===== config.mk =====
export PLATFORM = sky130hd
export DESIGN_NAME = fetch_stage
export DESIGN_NICKNAME = d
export VERILOG_FILES = /design/src/rtl/mips_pkg.sv /design/src/rtl/enter_debounce.sv /design/src/rtl/fetch_stage.sv
export SDC_FILE = /design/constraint.sdc
export NUM_CORES = 1
export LEC_CHECK = 0
export ABC_AREA = 1
export BUFFER_PORTS_ARGS = -buffer_cell sky130_fd_sc_hd__buf_4
export CAP_MARGIN = 5
export CORE_MARGIN = 2
export CORE_UTILIZATION = 45
export CTS_CLUSTER_SIZE = 14
export DETAILED_ROUTE_END_ITERATION = 10
export MAX_ROUTING_LAYER = met4
export PLACE_DENSITY_LB_ADDON = 0.2
export SLEW_MARGIN = 20
export SYNTH_ARGS = -nofsm -noshare
export SYNTH_HDL_FRONTEND = slang
export SYNTH_SLANG_ARGS = --single-unit
export TNS_END_PERCENT = 20

===== constraint.sdc =====
create_clock -name clk -period 1.2 [get_ports clk]
set_input_delay 0.06 -clock clk [delete_from_list [all_inputs] [get_ports clk]]
set_output_delay 0.06 -clock clk [all_outputs]
set_load 0.02 [all_outputs]

===== src/rtl/mips_pkg.sv =====
// rtl/mips_pkg.sv - shared opcodes, widths and fetch FSM encoding
package mips_pkg;

    localparam int PKG_ADDR_WIDTH = 5;
    localparam int DATA_WIDTH     = 2 ** PKG_ADDR_WIDTH;

    localparam logic [5:0] OP_IN  = 6'h1C;
    localparam logic [5:0] OP_OUT = 6'h1D;

    localparam logic [DATA_WIDTH-1:0] NOP_WORD = '0;

    typedef enum logic {
        ST_RUN     = 1'b0,
        ST_WAIT_IO = 1'b1
    } fetch_state_e;

    // True for the two opcodes that freeze fetch until the operator responds
    function automatic logic is_io_op(input logic [5:0] op);
        return (op == OP_IN) || (op == OP_OUT);
    endfunction

endpackage


===== src/rtl/enter_debounce.sv =====
// rtl/enter_debounce.sv - Enter synchronizer, reference capture and mismatch counter
module enter_debounce #(
    parameter int DEBOUNCE = 4
) (
    input  logic clk,
    input  logic rst_n,
    input  logic enter_i,
    input  logic capture_i,
    input  logic hold_i,
    output logic release_o
);

    localparam logic [3:0] DB_LAST = 4'(DEBOUNCE - 1);

    logic       sync1_q;
    logic       sync2_q;
    logic       ref_q;
    logic [3:0] cnt_q;
    logic [3:0] cnt_d;
    logic       mismatch;

    // The counter only advances while waiting and the level differs from the one seen at entry
    assign mismatch = (sync2_q != ref_q);

    // Next count and release: any agreeing cycle restarts the count, so glitches never release
    always_comb begin
        cnt_d     = '0;
        release_o = 1'b0;
        if (hold_i && mismatch) begin
            if (cnt_q == DB_LAST) begin
                release_o = 1'b1;
            end else begin
                cnt_d = cnt_q + 4'd1;
            end
        end
    end

    // Two-flop synchronizer runs continuously; reference latched when an IN/OUT is fetched
    always_ff @(posedge clk or negedge rst_n) begin
        if (!rst_n) begin
            sync1_q <= 1'b0;
            sync2_q <= 1'b0;
            ref_q   <= 1'b0;
            cnt_q   <= '0;
        end else begin
            sync1_q <= enter_i;
            sync2_q <= sync1_q;
            cnt_q   <= cnt_d;
            if (capture_i) begin
                ref_q <= sync2_q;
            end
        end
    end

endmodule


===== src/rtl/fetch_stage.sv =====
// rtl/fetch_stage.sv - instruction fetch stage with IF/ID register and IN/OUT operator wait
module fetch_stage
    import mips_pkg::*;
#(
    parameter int ADDR_WIDTH = PKG_ADDR_WIDTH,
    parameter int DEBOUNCE   = 4,
    localparam int W         = 2 ** ADDR_WIDTH
) (
    input  logic         clk,
    input  logic         reset,
    input  logic [W-1:0] pc_in,
    input  logic [W-1:0] imem_data,
    input  logic         stall,
    input  logic         flush,
    input  logic         Enter,
    output logic         pc_write,
    output logic [W-1:0] if_id_instr,
    output logic [W-1:0] if_id_pc4,
    output logic         if_id_valid,
    output logic         io_wait,
    output logic         is_input,
    output logic         is_output
);

    fetch_state_e state_q;
    logic [W-1:0] instr_q;
    logic [W-1:0] pc4_q;
    logic         valid_q;

    logic         capture;
    logic         hold;
    logic         release_pulse;
    logic [5:0]   fetch_op;
    logic [5:0]   latched_op;

    assign fetch_op   = imem_data[W-1 -: 6];
    assign latched_op = instr_q[W-1 -: 6];

    // A real load of an IN/OUT arms the wait; flush out of WAIT_IO must also clear the count
    assign capture = (state_q == ST_RUN) && !flush && !stall && is_io_op(fetch_op);
    assign hold    = (state_q == ST_WAIT_IO) && !flush;

    enter_debounce #(
        .DEBOUNCE (DEBOUNCE)
    ) u_enter_debounce (
        .clk       (clk),
        .rst_n     (reset),
        .enter_i   (Enter),
        .capture_i (capture),
        .hold_i    (hold),
        .release_o (release_pulse)
    );

    // Fetch FSM and IF/ID register: flush beats stall beats load; WAIT_IO ignores stall
    always_ff @(posedge clk or negedge reset) begin
        if (!reset) begin
            state_q <= ST_RUN;
            instr_q <= W'(NOP_WORD);
            pc4_q   <= '0;
            valid_q <= 1'b0;
        end else begin
            case (state_q)
                ST_RUN: begin
                    if (flush) begin
                        instr_q <= W'(NOP_WORD);
                        valid_q <= 1'b0;
                    end else if (!stall) begin
                        instr_q <= imem_data;
                        pc4_q   <= pc_in + W'(4);
                        valid_q <= 1'b1;
                        if (is_io_op(fetch_op)) begin
                            state_q <= ST_WAIT_IO;
                        end
                    end
                end
                ST_WAIT_IO: begin
                    if (flush) begin
                        instr_q <= W'(NOP_WORD);
                        valid_q <= 1'b0;
                        state_q <= ST_RUN;
                    end else if (release_pulse) begin
                        state_q <= ST_RUN;
                    end
                end
                default: state_q <= ST_RUN;
            endcase
        end
    end

    assign pc_write    = (state_q == ST_RUN) && !stall && reset;
    assign io_wait     = (state_q == ST_WAIT_IO);
    assign if_id_instr = instr_q;
    assign if_id_pc4   = pc4_q;
    assign if_id_valid = valid_q;
    assign is_input    = valid_q && (latched_op == OP_IN);
    assign is_output   = valid_q && (latched_op == OP_OUT);

endmodule


# [Word-level counts from Yosys, hierarchy flattened]
# Cells that the tools add are included.
[word_totals] output_inout_bits=69 in_bits=69 register_bits=73
[op_classes] addsub=2 muxes=18 n_reduce_logical=14 n_eq_ne=8 bitwise_logic=3
[op_table] cell="$mux 32" n=3
[op_table] cell="$pmux 32 s2" n=1
[op_table] cell="$add 32x3->32 const B" n=1
[op_table] cell="$eq 6x5->1 const B" n=4
[op_table] cell="$mux 1" n=10
[op_table] cell="$logic_and 1x1->1" n=9
[op_table] cell="$mux 4" n=2
[op_table] cell="$add 4x1->4 const B" n=1
[op_table] cell="$eq 4x2->1 const B" n=1
[op_table] cell="$pmux 1 s2" n=2
[op_table] cell="$ne 3x3->1 const B" n=1
[op_table] cell="$not 1->1" n=3
[op_table] cell="$reduce_and 3->1" n=1
[op_table] cell="$logic_not 1->1" n=2
[op_table] cell="$ne 2x2->1 const B" n=1
[op_table] cell="$reduce_and 2->1" n=1
[op_table] cell="$logic_or 1x1->1" n=1
[op_table] cell="$ne 1x1->1" n=1

# [Logic depth before layout (Yosys ltp)]
[logic_depth] ltp_word=7 mapped_depth=9 ltp_nobuf=9

# [Modules after synthesis]
# A second synthesis with hierarchy kept.
[hier_totals] cells_unflattened=489 area_unflattened_um2=3709.8
[modules_own_cells] mod="fetch_stage" area_per_inst_um2=3400.8 instances=1 seq_area_each_um2=1651.6 cells_per_inst=454
[modules_own_cells] mod="enter_debounce" area_per_inst_um2=309.0 instances=1 seq_area_each_um2=175.2 cells_per_inst=35

# [Least setup slack after synthesis]
# OpenSTA, ideal clock, no wires.
[synth_path] path_type="register to output" from="reg instr_q[31] (netlist: if_id_instr[31])" to="out is_input" t_required_ns=1.140 path_buffers=0 slack_ns=-0.118 stages_incl_launch_ff=4 arrival_ns=1.258 cell_sequence="dfrtp_1 inv_1 nand4_1 nor4_1"
[synth_via] elab_chain_cells=2
[synth_rtl] item="from (decl)" line="fetch_stage.sv:26" rtl="logic [W-1:0] instr_q;"
[synth_rtl] item="from (signal assigned)" line="fetch_stage.sv:58" rtl="instr_q <= W'(NOP_WORD);"
[synth_rtl] item="from (signal assigned)" line="fetch_stage.sv:65" rtl="instr_q <= W'(NOP_WORD);"
[synth_rtl] item="from (signal assigned)" line="fetch_stage.sv:68" rtl="instr_q <= imem_data;"
[synth_rtl] item="$eq 6x5->1" line="fetch_stage.sv:95" rtl="assign is_input = valid_q && (latched_op == OP_IN);"
[synth_rtl] item="$logic_and 1x1->1" line="fetch_stage.sv:95"
[synth_rtl] item="to (decl)" line="fetch_stage.sv:21" rtl="output logic is_input,"
# Every way passes these cells.

# [Worst setup path in the final report]
# Same ends and word-level chain as after synthesis.

==> run metrics <==
initial antenna violation count=0; Clock Pin Slew Worst Setup and Hold Paths=80 ps; worst-path fanout max=2; min-delay src=pc_in[8]; Fmax=694 MHz; via count=3979; Setup CP Type=reg2out; GRT overflow=0; cell area after synthesis=3660 um^2; power density over the cells=1140 nW/um^2; warnings from Yosys=0; Max-cap violations=0; Sequential cell area=1830 um^2; Avg WL per Cell=15.6 um; Startpoint Class=flip-flop; Critical Path Sink Type=primary output; RR Startpoint=io_wait; Ant. Diodes=0; Tcrit/Tclk final=1.20; depth of the worst register-to-register path=7; final count of hold timing violations=0; detailed placement HPWL=7.17 mm; Seq cells post-synth=73; nets@finish=751; VDD IR max=593 uV; failing checks=negative setup slack; status=complete, but fails checks; sequential share of the synthesized area=0.498; global-route wire length before repair=17.0 mm; cell taking the most area after synthesis=dfrtp_1; Final ANT Viol Nets=0; die height=94.2 um; GRT Total Usage=0.250; worst skew pair latency=350 ps; largest net degree at the start of global routing=74; # DRC=0; WL final=12.3 mm; CORE AREA=7810 um^2; share of post-route cells with drive strength above 1=0.361; Hold EP=if_id_pc4[8]; TritonCTS buffer count=9; Via-to-Cell Ratio=5.06; hold crit path type=in2reg; Leak Pwr=0.00310 uW; CP required=1140 ps; worst hold path stage count=3; CTS Sinks=73; Slew Viols, Final=0; DRT iter0 DRCs=205; multi-input logic area=1810 um^2; CTS Root Buffer Type=clkbuf_8; Slew HR=0.740; worst slew pin tran=391 ps; worst r2r dst=u_enter_debounce.ref_q; drt first pass iters=4; fill count=528; RSZ-0062 raised after global routing=true; WP data arrival=1380 ps; Area Overhead vs Synth=64.2%; I/O pins=138; H-tree depth=3; Fin Hold WS=5.37 ps; Avg Inst Size Synth=7.70 um^2; register-to-register setup slack=-140 ps; Starting Density=0.469; setup ws final=-241 ps; Final Power=6850 uW; CTS tree=yes; number of global-route vias before repair=3704; Placer Congestion=0.871; Synth top area share=0.498; die area=8880 um^2; skew final=9.71 ps; CTS Buffer Depth=2; setup violators final=66; minimum clock period after layout=1440 ps; Site Rows=32; Synthesized Nets=547; Syn Inst Count=476; DIE WIDTH=94.2 um; Netlist cell types=30; largest cells by area after synthesis=dfrtp_1, nand2_1, nand3_1; input/output buffers=137
## state kept, by name (all words and copies together) (netlist names)
| signal | flops |
|---|---|
| io_wait | 1 |
| if_id_pc4 | 32 |
| u_enter_debounce.ref_q | 1 |
| u_enter_debounce.cnt_q | 4 |
| u_enter_debounce.sync2_q | 1 |
| u_enter_debounce.sync1_q | 1 |
| if_id_valid | 1 |
| if_id_instr | 32 |
## synth_stat cells
cell type,n
nand2_1,191
dfrtp_1,73
nand3_1,65
nor2_1,35
inv_1,34
o21ai_0,11
clkbuf_1,8
nor2_4,7
xor2_1,7
buf_2,4
nand2_2,4
or2_2,4
xnor2_1,4
nand4_1,3
nor2_2,3
o21bai_1,3
and2_1,2
ha_1,2
inv_2,2
nor3_1,2
nor4_1,2
o21ai_1,2
a21oi_1,1
buf_4,1
buf_6,1
clkbuf_8,1
nand2_4,1
o211ai_1,1
o22ai_1,1
or2_1,1
## how the worst max path moves through the flow
stage                     slack [ps]       endpoint       startpoint  cells after the start
after floorplan                 -120       is_input  if_id_instr[31]                      3
after global placement            30  if_id_pc4[16]         pc_in[2]                      9
after detailed placement         -30  if_id_pc4[10]         pc_in[2]                      8
after CTS                       -220       pc_write          io_wait                      5
after global routing            -340      is_output  if_id_instr[31]                      4
final                           -240       is_input  if_id_instr[31]                      4
## metrics by stage
step                      cells  cell area, um^2  TNS, ps  setup WS (ps)  utilization
after floorplan             476             3680     -235           -118            -
after global placement      714             4900        0           33.5        0.628
after detailed placement    714             4900    -29.9          -29.9        0.628
after CTS                   770             5570     -682           -224        0.714
after global routing        787             6020    -7180           -342        0.771
final                       787             6020    -3850           -241        0.771
## layer usage
| layer | track usage | up-vias | routed length, um |
|---|---|---|---|
| met5 | - | - | 0 |
| met4 | 0.0773 | 0 | 167 |
| met3 | 0.0393 | 18 | 835 |
| met2 | 0.430 | 171 | 6330 |
| met1 | 0.303 | 1881 | 4940 |
| li1 | - | 1909 | - |
## critical path, cell delays in order, from the launching register on
cell and delay, ps:
dfrtp_1 400, inv_2 80, nand4_1 140, nor4_2 210
buf_4 200
## cell families (layout without fill, tap and decap cells)
logic type | after synthesis | in the layout | share of synthesized area
AOI/OAI and AO/OA | 19 | 19 | 0.0290
xor gates and xnor gates | 11 | 11 | 0.0263
adders and majority gates | 2 | 2 | 0.00683
buffers and inverters | 51 | 260 | 0.0594
DFF | 73 | 73 | 0.498
and+or+nand+nor | 320 | 320 | 0.380
## where the power goes
part	switching, uW	leakage (uW)	internal, uW
logic	888	0.00204	782
registers	136	0.000939	2670
clock network	973	0.000121	1390
## repair_timing
action,in CTS,in global routing
hold buffers,38,0
gates resized for setup,11,66
endpoints found under the setup margin,10,67
pin swaps,2,18
cloned,0,7
hold endpoints to repair,110,0
setup buffers,2,11
## layout make-up
type | count | area share
flip-flops and latches | 73 | 0.304
repair buffers | 207 | 0.306
repair inverters | 1 | 0.00270
clock inverters | 6 | 0.0187
well taps | 102 | 0.0212
multi-input cells | 352 | 0.301
inverters | 36 | 0.0254
clock buffers | 10 | 0.0212
## placed cells by master (no fill, tap or decap), types with 10 or more instances in the layout
cell / instances
nand2_1: 175
buf_4: 152
dfrtp_1: 72
nand3_1: 55
dlygate4sd3_1: 38
inv_1: 32
nor2_1: 30
nand2_2: 16
nor2_4: 12
o21ai_1: 10
nand3_2: 10
No activity file was read; power rests on OpenSTA's default activity.
